## src/rtl/bcd_time_counter.sv

```systemverilog
// 24-hour BCD time-of-day counter with a 1 Hz prescaler, button adjust of hours
// and minutes, and a seconds clear. Feeds the 24h-to-12h hour converter.
module bcd_time_counter #(
  parameter int unsigned CLK_DIV = 50000000,
  parameter int unsigned PW      = 26
) (
  input  logic       clk,
  input  logic       rst,
  input  logic       run,
  input  logic       adj_hour,
  input  logic       adj_min,
  input  logic       clr_sec,
  output logic [3:0] bcd_ht,
  output logic [3:0] bcd_hu,
  output logic [3:0] bcd_mt,
  output logic [3:0] bcd_mu,
  output logic [3:0] bcd_st,
  output logic [3:0] bcd_su,
  output logic       tick_1hz,
  output logic       hour_pulse
);

  localparam logic [PW-1:0] TC = PW'(CLK_DIV - 1);

  logic [PW-1:0] presc, presc_nx;
  logic [3:0]    ht_nx, hu_nx, mt_nx, mu_nx, st_nx, su_nx;
  logic          at_tc, tick_c, adv_c, sec_wrap, min_wrap, min_inc, hour_inc, hour_carry;

  // Tick qualification and carry chain; an adjust at terminal count defers the tick.
  always_comb begin
    at_tc      = (presc == TC);
    tick_c     = run & at_tc & ~adj_hour & ~adj_min;
    adv_c      = tick_c & ~clr_sec;
    sec_wrap   = (bcd_st == 4'd5) && (bcd_su == 4'd9);
    min_wrap   = (bcd_mt == 4'd5) && (bcd_mu == 4'd9);
    hour_carry = adv_c & sec_wrap & min_wrap;
    min_inc    = adj_min | (adv_c & sec_wrap);
    hour_inc   = adj_hour | hour_carry;

    presc_nx = presc;
    if (clr_sec) begin
      presc_nx = '0;
    end else if (run) begin
      if (!at_tc)      presc_nx = presc + PW'(1);
      else if (tick_c) presc_nx = '0;
    end
  end

  // Next-state digits for seconds, minutes and hours.
  always_comb begin
    su_nx = bcd_su;
    st_nx = bcd_st;
    mu_nx = bcd_mu;
    mt_nx = bcd_mt;
    hu_nx = bcd_hu;
    ht_nx = bcd_ht;

    if (clr_sec) begin
      su_nx = 4'd0;
      st_nx = 4'd0;
    end else if (adv_c) begin
      if (bcd_su == 4'd9) begin
        su_nx = 4'd0;
        st_nx = (bcd_st == 4'd5) ? 4'd0 : bcd_st + 4'd1;
      end else begin
        su_nx = bcd_su + 4'd1;
      end
    end

    if (min_inc) begin
      if (bcd_mu == 4'd9) begin
        mu_nx = 4'd0;
        mt_nx = (bcd_mt == 4'd5) ? 4'd0 : bcd_mt + 4'd1;
      end else begin
        mu_nx = bcd_mu + 4'd1;
      end
    end

    if (hour_inc) begin
      if (bcd_ht == 4'd2 && bcd_hu == 4'd3) begin
        ht_nx = 4'd0;
        hu_nx = 4'd0;
      end else if (bcd_hu == 4'd9) begin
        hu_nx = 4'd0;
        ht_nx = bcd_ht + 4'd1;
      end else begin
        hu_nx = bcd_hu + 4'd1;
      end
    end
  end

  always_ff @(posedge clk or posedge rst) begin
    if (rst) begin
      presc      <= '0;
      bcd_ht     <= 4'd0;
      bcd_hu     <= 4'd0;
      bcd_mt     <= 4'd0;
      bcd_mu     <= 4'd0;
      bcd_st     <= 4'd0;
      bcd_su     <= 4'd0;
      tick_1hz   <= 1'b0;
      hour_pulse <= 1'b0;
    end else begin
      presc      <= presc_nx;
      bcd_ht     <= ht_nx;
      bcd_hu     <= hu_nx;
      bcd_mt     <= mt_nx;
      bcd_mu     <= mu_nx;
      bcd_st     <= st_nx;
      bcd_su     <= su_nx;
      tick_1hz   <= adv_c;
      hour_pulse <= hour_carry;
    end
  end

endmodule
```

## config.mk

```make
export PLATFORM = sky130hd
export DESIGN_NAME = bcd_time_counter
export DESIGN_NICKNAME = d
export VERILOG_FILES = /design/src/rtl/bcd_time_counter.sv
export SDC_FILE = /design/constraint.sdc
export NUM_CORES = 1
export LEC_CHECK = 0
export CAP_MARGIN = 20
export CORE_ASPECT_RATIO = 0.5
export CORE_MARGIN = 8
export CORE_UTILIZATION = 50
export DETAILED_ROUTE_END_ITERATION = 10
export DONT_BUFFER_PORTS = 1
export GPL_ROUTABILITY_DRIVEN = 0
export GPL_TIMING_DRIVEN = 0
export PLACE_DENSITY = 0.77
export SKIP_LAST_GASP = 1
export SYNTH_ARGS = -nofsm -noshare
export SYNTH_HDL_FRONTEND = slang
export SYNTH_SLANG_ARGS = --single-unit
```

## constraint.sdc

```tcl
create_clock -name clk -period 2.7 [get_ports clk]
set_input_delay 0.27 -clock clk [delete_from_list [all_inputs] [get_ports clk]]
set_output_delay 0.27 -clock clk [all_outputs]
set_load 0.005 [all_outputs]
```

==> results_dict.tcl <==
set metrics [dict create \
    grt_pass1_vias 2283 \
    finalInstanceArea_sq_mm 0.00313 \
    ys_seq_area_share_pct 46.0 \
    yosys_most_used_dff "dfrtp_1" \
    multiInputGateArea_sq_mm 0.00143 \
    crit_arrival_ps 2750 \
    dpl.hpwl_um 4440 \
    cts_tree "yes" \
    drive_gt1_share_pct 8.82 \
    drtIter0Drc 121 \
    synth_edf_count 0 \
    timing.final.hold_violations 0 \
    synthSimpleGateAreaFrac_pct 27.1 \
    yosysWarnings 0 \
    wl_per_cell_um 16.2 \
    port_buffers 0 \
    cts.clk_slew.worst_paths_ps 60 \
    cts_setup_buffers 0 \
    synth_area_leader_cell "dfrtp_1" \
    slew_viol_final 0 \
    maxCapViolCount 0 \
    ys_top_cells_by_area "dfrtp_1, nor2_1, xor2_1" \
    final_nets 318 \
    tightest_slew_ps 892 \
    dieArea_sq_mm 0.00846 \
    n_antenna_cell 0 \
    die_h_um 69.2 \
    finalSetupViolations 0 \
    grt_util_all_layers_pct 15.1 \
    netlist_instances 295 \
    area_delta_synth_final_pct 10.6 \
    insertion_delay_ps 290 \
    h-tree-depth 2 \
    cts_sinks 52 \
    routed_via_density 6.01 \
    cellPowerDensity_mw_per_mm2 675 \
    io_pins 32 \
    worst_ep_required_time_ps 2910 \
    grt_start_max_net_pins 28 \
    fin_tns_setup_ps 0 \
    met3_usage_pct 4.31 \
    hold_path.class "in -> reg" \
    antenna_found_initial 0 \
    relSlewSlack_pct 40.0 \
    ir_drop_v 0.000537 \
    wirelength_um 6160 \
    hold_slack_ps 128 \
    synth.avg_cell_area_sq_um 9.59 \
    fin_crit_ps 2540 \
    critical_path.top_delay_family "simple AND/OR/NAND/NOR gates" \
    critPathKind "reg -> reg" \
    synth_xor_area_share_pct 7.43 \
    core-area_sq_mm 0.00547 \
    met2_usage_pct 26.1 \
    fill_cells 463 \
    cp_max_fo 10 \
    synth.mux.area_fraction_pct 1.90 \
    status "finished clean" \
    cts_max_path_buffers 2 \
    skew_ps 5.18 \
    end_kind "flop" \
    slowest_stage "or4b_2" \
    initial_core_util_pct 51.7 \
    cp_num_buf_inv 1 \
    synth-compound-area-share_pct 10.9 \
    ant_nets 0 \
    top_usage_layer "met2" \
    reg2reg_depth 7 \
    min-delay-start "run" \
    rows 19 \
    rsz0062_at_grt "no" \
    dr.pass1.iters 4 \
    synth_top_area_share_pct 46.0 \
    synth_adder_area_share_pct 3.10 \
    synth_top_family_by_area "simple AND/OR/NAND/NOR gates" \
    slowest_delay_ps 620 \
    clock.fmax_ghz 0.393 \
    r2r_slack_ps 160 \
    seq_area_sq_mm 0.00130 \
    ys_ff_latch 52 \
    ys_async_sr_fraction_pct 100 \
    worstPathCellList "ha_1 > nand3_1 > clkbuf_1 > nor3_1 > a21oi_1 > or4b_2 > o21ai_0" \
    holdPathStages 2 \
    netlist_area_sq_mm 0.00283 \
    drc_errors 0 \
    vias 2277 \
    worstReg2RegStart "presc[0]" \
    placed_area_sq_mm 0.00294 \
    fp.dieW_um 122 \
    synth_cell_types 52 \
    setup.worst_path.start_class "flop" \
    leakage_nw 1.30 \
    post-route-period-util_pct 94.2 \
    r2r-end "presc[23]" \
    cts_root_buf "clkbuf_16" \
    grt_overflow 0 \
    grtUsageMet1_pct 17.6 \
    cts_buffers 5 \
    grt_pass1_wl_um 10700 \
    whs_endpoint "presc[0]" \
    synth_nets 308 \
]
## sequential cells by signal (all words and copies together), names as in the netlist
signal,cells
presc,26
bcd_ht,4
bcd_hu,4
bcd_mt,4
bcd_mu,4
bcd_st,4
bcd_su,4
hour_pulse,1
tick_1hz,1
## routing by layer
| layer | share of wire, % | up-vias |
|---|---|---|
| met5 | 0 | - |
| met1 | 41 | 1122 |
| met2 | 51 | 61 |
| met3 | 5.7 | 11 |
| li1 | - | 1083 |
| met4 | 1.7 | 0 |
## cell usage after synthesis, types with 2 or more instances
master	n
nor3_1	5
nand3_1	15
and2_1	2
or4b_2	2
or4_1	3
mux2i_1	2
inv_1	15
a31oi_1	3
nor4_1	7
nor4b_1	2
nand3b_1	4
buf_2	2
o41ai_1	3
nand4_1	8
xnor2_1	10
o31ai_1	7
nor2b_1	4
and3_1	3
xor2_1	14
o21ai_0	12
or3_1	4
clkbuf_1	6
nor2_1	39
nor3b_1	2
dfrtp_1	52
nand2b_1	3
mux2_2	3
ha_1	7
and4_1	4
nand2_1	16
nand4b_1	2
nor4bb_1	2
a21oi_1	13
## area by class of cell
cell class	instances	share of cell area (%)
Timing Repair Buffer	3	1.12
Tap cell	73	2.92
Sequential cell	52	41.6
Multi-Input combinational cell	219	45.8
Clock inverter	3	1.36
Buffer	9	1.40
Inverter	15	1.80
Clock buffer	5	4.00
## through the flow
stage	setup WS, ps	std cells	power [W]	util (%)
finish	158	379	0.00211	57.2
floorplan	355	295	0.00132	-
global route	16.3	379	0.00224	57.2
global placement	61.6	368	0.00139	53.4
detailed placement	106	370	0.00143	53.8
CTS	90.3	379	0.00214	57.1
## cells by family after synthesis
| family | count (synthesis) |
|---|---|
| xor+xnor | 24 |
| buf+inv | 24 |
| flops | 52 |
| fa+ha+maj | 7 |
| mux | 5 |
| simple gates | 135 |
| compound gates | 48 |
## cell usage in the layout, fill, tap and decap left out, types with 4 or more instances in the layout
master	instances
dfrtp_1	52
nor2_1	39
nand2_1	16
nand3_1	15
inv_1	14
xor2_1	14
a21oi_1	13
o21ai_0	12
xnor2_1	10
nand4_1	8
nor4_1	7
o31ai_1	7
ha_1	7
clkbuf_1	6
clkbuf_16	5
and4_1	4
nand3b_1	4
nor3_1	4
nor2b_1	4
or3_1	4
## how the worst max path moves through the flow
stage	from	endpoint	slack [ps]	depth (start not counted)
6_report	presc[0]	presc[23]	160	7
2_1_floorplan	bcd_ht[0]	bcd_ht[2]	350	7
4_1_cts	bcd_ht[0]	bcd_ht[2]	90	7
3_3_place_gp	presc[0]	presc[14]	60	7
5_1_grt	presc[0]	presc[23]	20	7
3_5_place_dp	bcd_ht[0]	bcd_ht[2]	110	7
## report_power, final
| group | leakage, nW | switching (W) | internal (W) |
|---|---|---|---|
| Combinational | 0.522 | 0.000155 | 0.000169 |
| Sequential | 0.696 | 0.000192 | 0.000891 |
| Clock | 0.0798 | 0.000268 | 0.000435 |
| Total | 1.30 | 0.000616 | 0.00150 |
## repair_timing
action	in CTS	in global routing
resized for setup	0	1
setup endpoints to repair	0	1
hold endpoints to repair	25	0
hold buffers	1	0
Note: power is estimated with default switching activity, not from simulation.
==> patch (same settings) <==
`CLK_DIV`: 50000000 -> 37500000.
--- a/src/rtl/bcd_time_counter.sv
+++ b/src/rtl/bcd_time_counter.sv
@@ -1,7 +1,7 @@
 // 24-hour BCD time-of-day counter with a 1 Hz prescaler, button adjust of hours
 // and minutes, and a seconds clear. Feeds the 24h-to-12h hour converter.
 module bcd_time_counter #(
-  parameter int unsigned CLK_DIV = 50000000,
+  parameter int unsigned CLK_DIV = 37500000,
   parameter int unsigned PW      = 26
 ) (
   input  logic       clk,
Function: no difference found for any inputs over 10 cycles, from zero or initial values and one cycle with rst high; that may be too few to reach the edited logic, so the function may still have changed.
==> patch against the original RTL <==
Sequential share of layout area shrank 0.57 points. Worst setup slack gained 210 ps. Core utilization grew 0.30 points. Largest power group unchanged. Final area grew 1.4%. Power grew 2.5%. Global-route usage shrank 0.10 points. Wire length grew 2.7%. Critical path type unchanged. Sequential cell count is the same. Final cell count grew 1.1%. Critical endpoint is now bcd_st[1]. Critical path depth shrank 1. Synthesized cell count grew 1.7%. Synthesized area grew 2.0%.
==> patch: results (changes against the original RTL) <==
WL final 6320 µm (+2.7%); # H-tree levels 2 (unchanged); status completed; drt first pass iters 4 (unchanged); PostCTS Resize Cnt 0 (unchanged); IO Port Bufs 0 (unchanged); Synth Flop Type dfrtp_1; Reg clk slew, reported paths 70 ps; Post-DP HPWL 4550 µm (+2.5%); global-route usage over all layers 0.150 (-0.00100); synth cell count leaders dfrtp_1, nor2_1, nand3_1, xnor2_1, inv_1; first-pass GRT wire length 10,600 µm (-0.39%); Min-Delay Path Depth 2 (unchanged); clock latency on the worst-skew pair 290 ps (about the same); vias per cell 6.09 (+1.4%); Final Skew 5.98 ps (+0.796 ps); worst reg2reg path depth 6 (-1); Ant. Diodes 0 (unchanged); fmax 430 MHz (+9.2%); Reg with most FFs presc; crit path max fanout 10 (unchanged); root buf cell clkbuf_16; largest cells by area after synthesis dfrtp_1, nor2_1, xnor2_1, nand3_1, ha_1; Num CTS Buffers 5 (unchanged); Net Count, Synth 313 (+1.6%); sequential share of the synthesized area 0.451 (-0.00918); data arrival time of the critical path 2500 ps (-250 ps); Synth cell types 55 (+5.8%); Syn. warnings 0 (unchanged); largest net degree at the start of global routing 33 (+18%); Final Net Count 322 (+1.3%); Peak supply drop 0.000448 V (-17%); CTS max path bufs 2 (unchanged); kind of path behind the tightest hold check in -> reg; initial antenna violation count 0 (unchanged); share of post-route cells with drive strength above 1 0.103 (+0.0150); leak pwr 1.30 nW (-0.14%); Post-synth ARST share 1.00 (unchanged); max reg flops 26 (unchanged); P_int 1.51 mW (+0.95%); vias in the first global route 2,286 (+0.13%); first-iteration detailed-routing DRC count 264 (+120%); worst-margin pin slew 691 ps (-200 ps)
## patch: cell families (layout without fill, tap and decap cells)
group	after synthesis	after routing	share of synthesized area
AO/OA/AOI/OAI	42	42	0.0989
XOR/XNOR	26	26	0.0789
adder cells (fa/ha/maj)	7	7	0.0304
buffers and inverters	21	31	0.0325
flip-flops	52	52	0.451
multiplexers	4	4	0.0152
AND/OR/NAND/NOR	148	148	0.293
## patch: per-stage QoR
step / total power [mW] / instance area (µm²) / worst slack [ps] / hold WS [ps] / std cells
floorplan: 1.35 / 2890 / 696 / 468 / 300
global placement: 1.43 / 2980 / 490 / 484 / 373
detailed placement: 1.47 / 3000 / 390 / 191 / 374
CTS: 2.18 / 3170 / 379 / 208 / 383
global route: 2.30 / 3170 / 187 / 193 / 383
finish: 2.16 / 3170 / 372 / 212 / 383
## patch: cell type report
class,instances,area (µm²)
Multi-Input combinational cell,227,1490
Timing Repair Buffer,2,30.0
Buffer,9,48.8
Clock buffer,6,129
Clock inverter,2,35.0
Sequential cell,52,1300
Inverter,12,45.0
Tap cell,73,91.3
Fill cell,468,2340
## patch: final timing paths
| check | slack (ps) | end | from |
|---|---|---|---|
| max in group asynchronous | 1720 | presc[0] | rst |
| worst min-delay path | 210 | presc[2] | run |
| worst max-delay path | 370 | bcd_st[1] | presc[0] |
| worst max register to register | 370 | bcd_st[1] | presc[0] |
| worst min register to register | 540 | bcd_ht[3] | bcd_ht[3] |
| min in group asynchronous | 450 | bcd_ht[2] | rst |
## patch: timing repair
item / CTS / global route
hold buffers: 1 / 0
buffers inserted: 0 / 0
hold endpoints to repair: 20 / 0
## patch: power groups by stage
stage / combinational, mW / sequential (mW) / clock [mW]
2_1_floorplan: 0.297 / 1.05 / 0
3_3_place_gp: 0.326 / 1.10 / 0
3_5_place_dp: 0.357 / 1.11 / 0
4_1_cts: 0.360 / 1.10 / 0.722
5_1_grt: 0.409 / 1.12 / 0.763
6_report: 0.358 / 1.09 / 0.715
## patch: critical path, stage by stage (launching register included)
cell,delay [ps]
dfrtp_1,400
ha_1,270
nand4_2,270
or2_1,350
nor3_4,430
nand3_1,160
mux2_1,340
## patch: layer usage
metal  routed length (µm)  track usage  share of wire  vias to the layer above
met4                   70       0.0358          0.011                        0
met1                 2900        0.188           0.46                     1151
met2                 2940        0.239           0.46                       73
li1                     -            -              -                     1100
met5                    0            0              0                        -
met3                  415       0.0544          0.066                       10
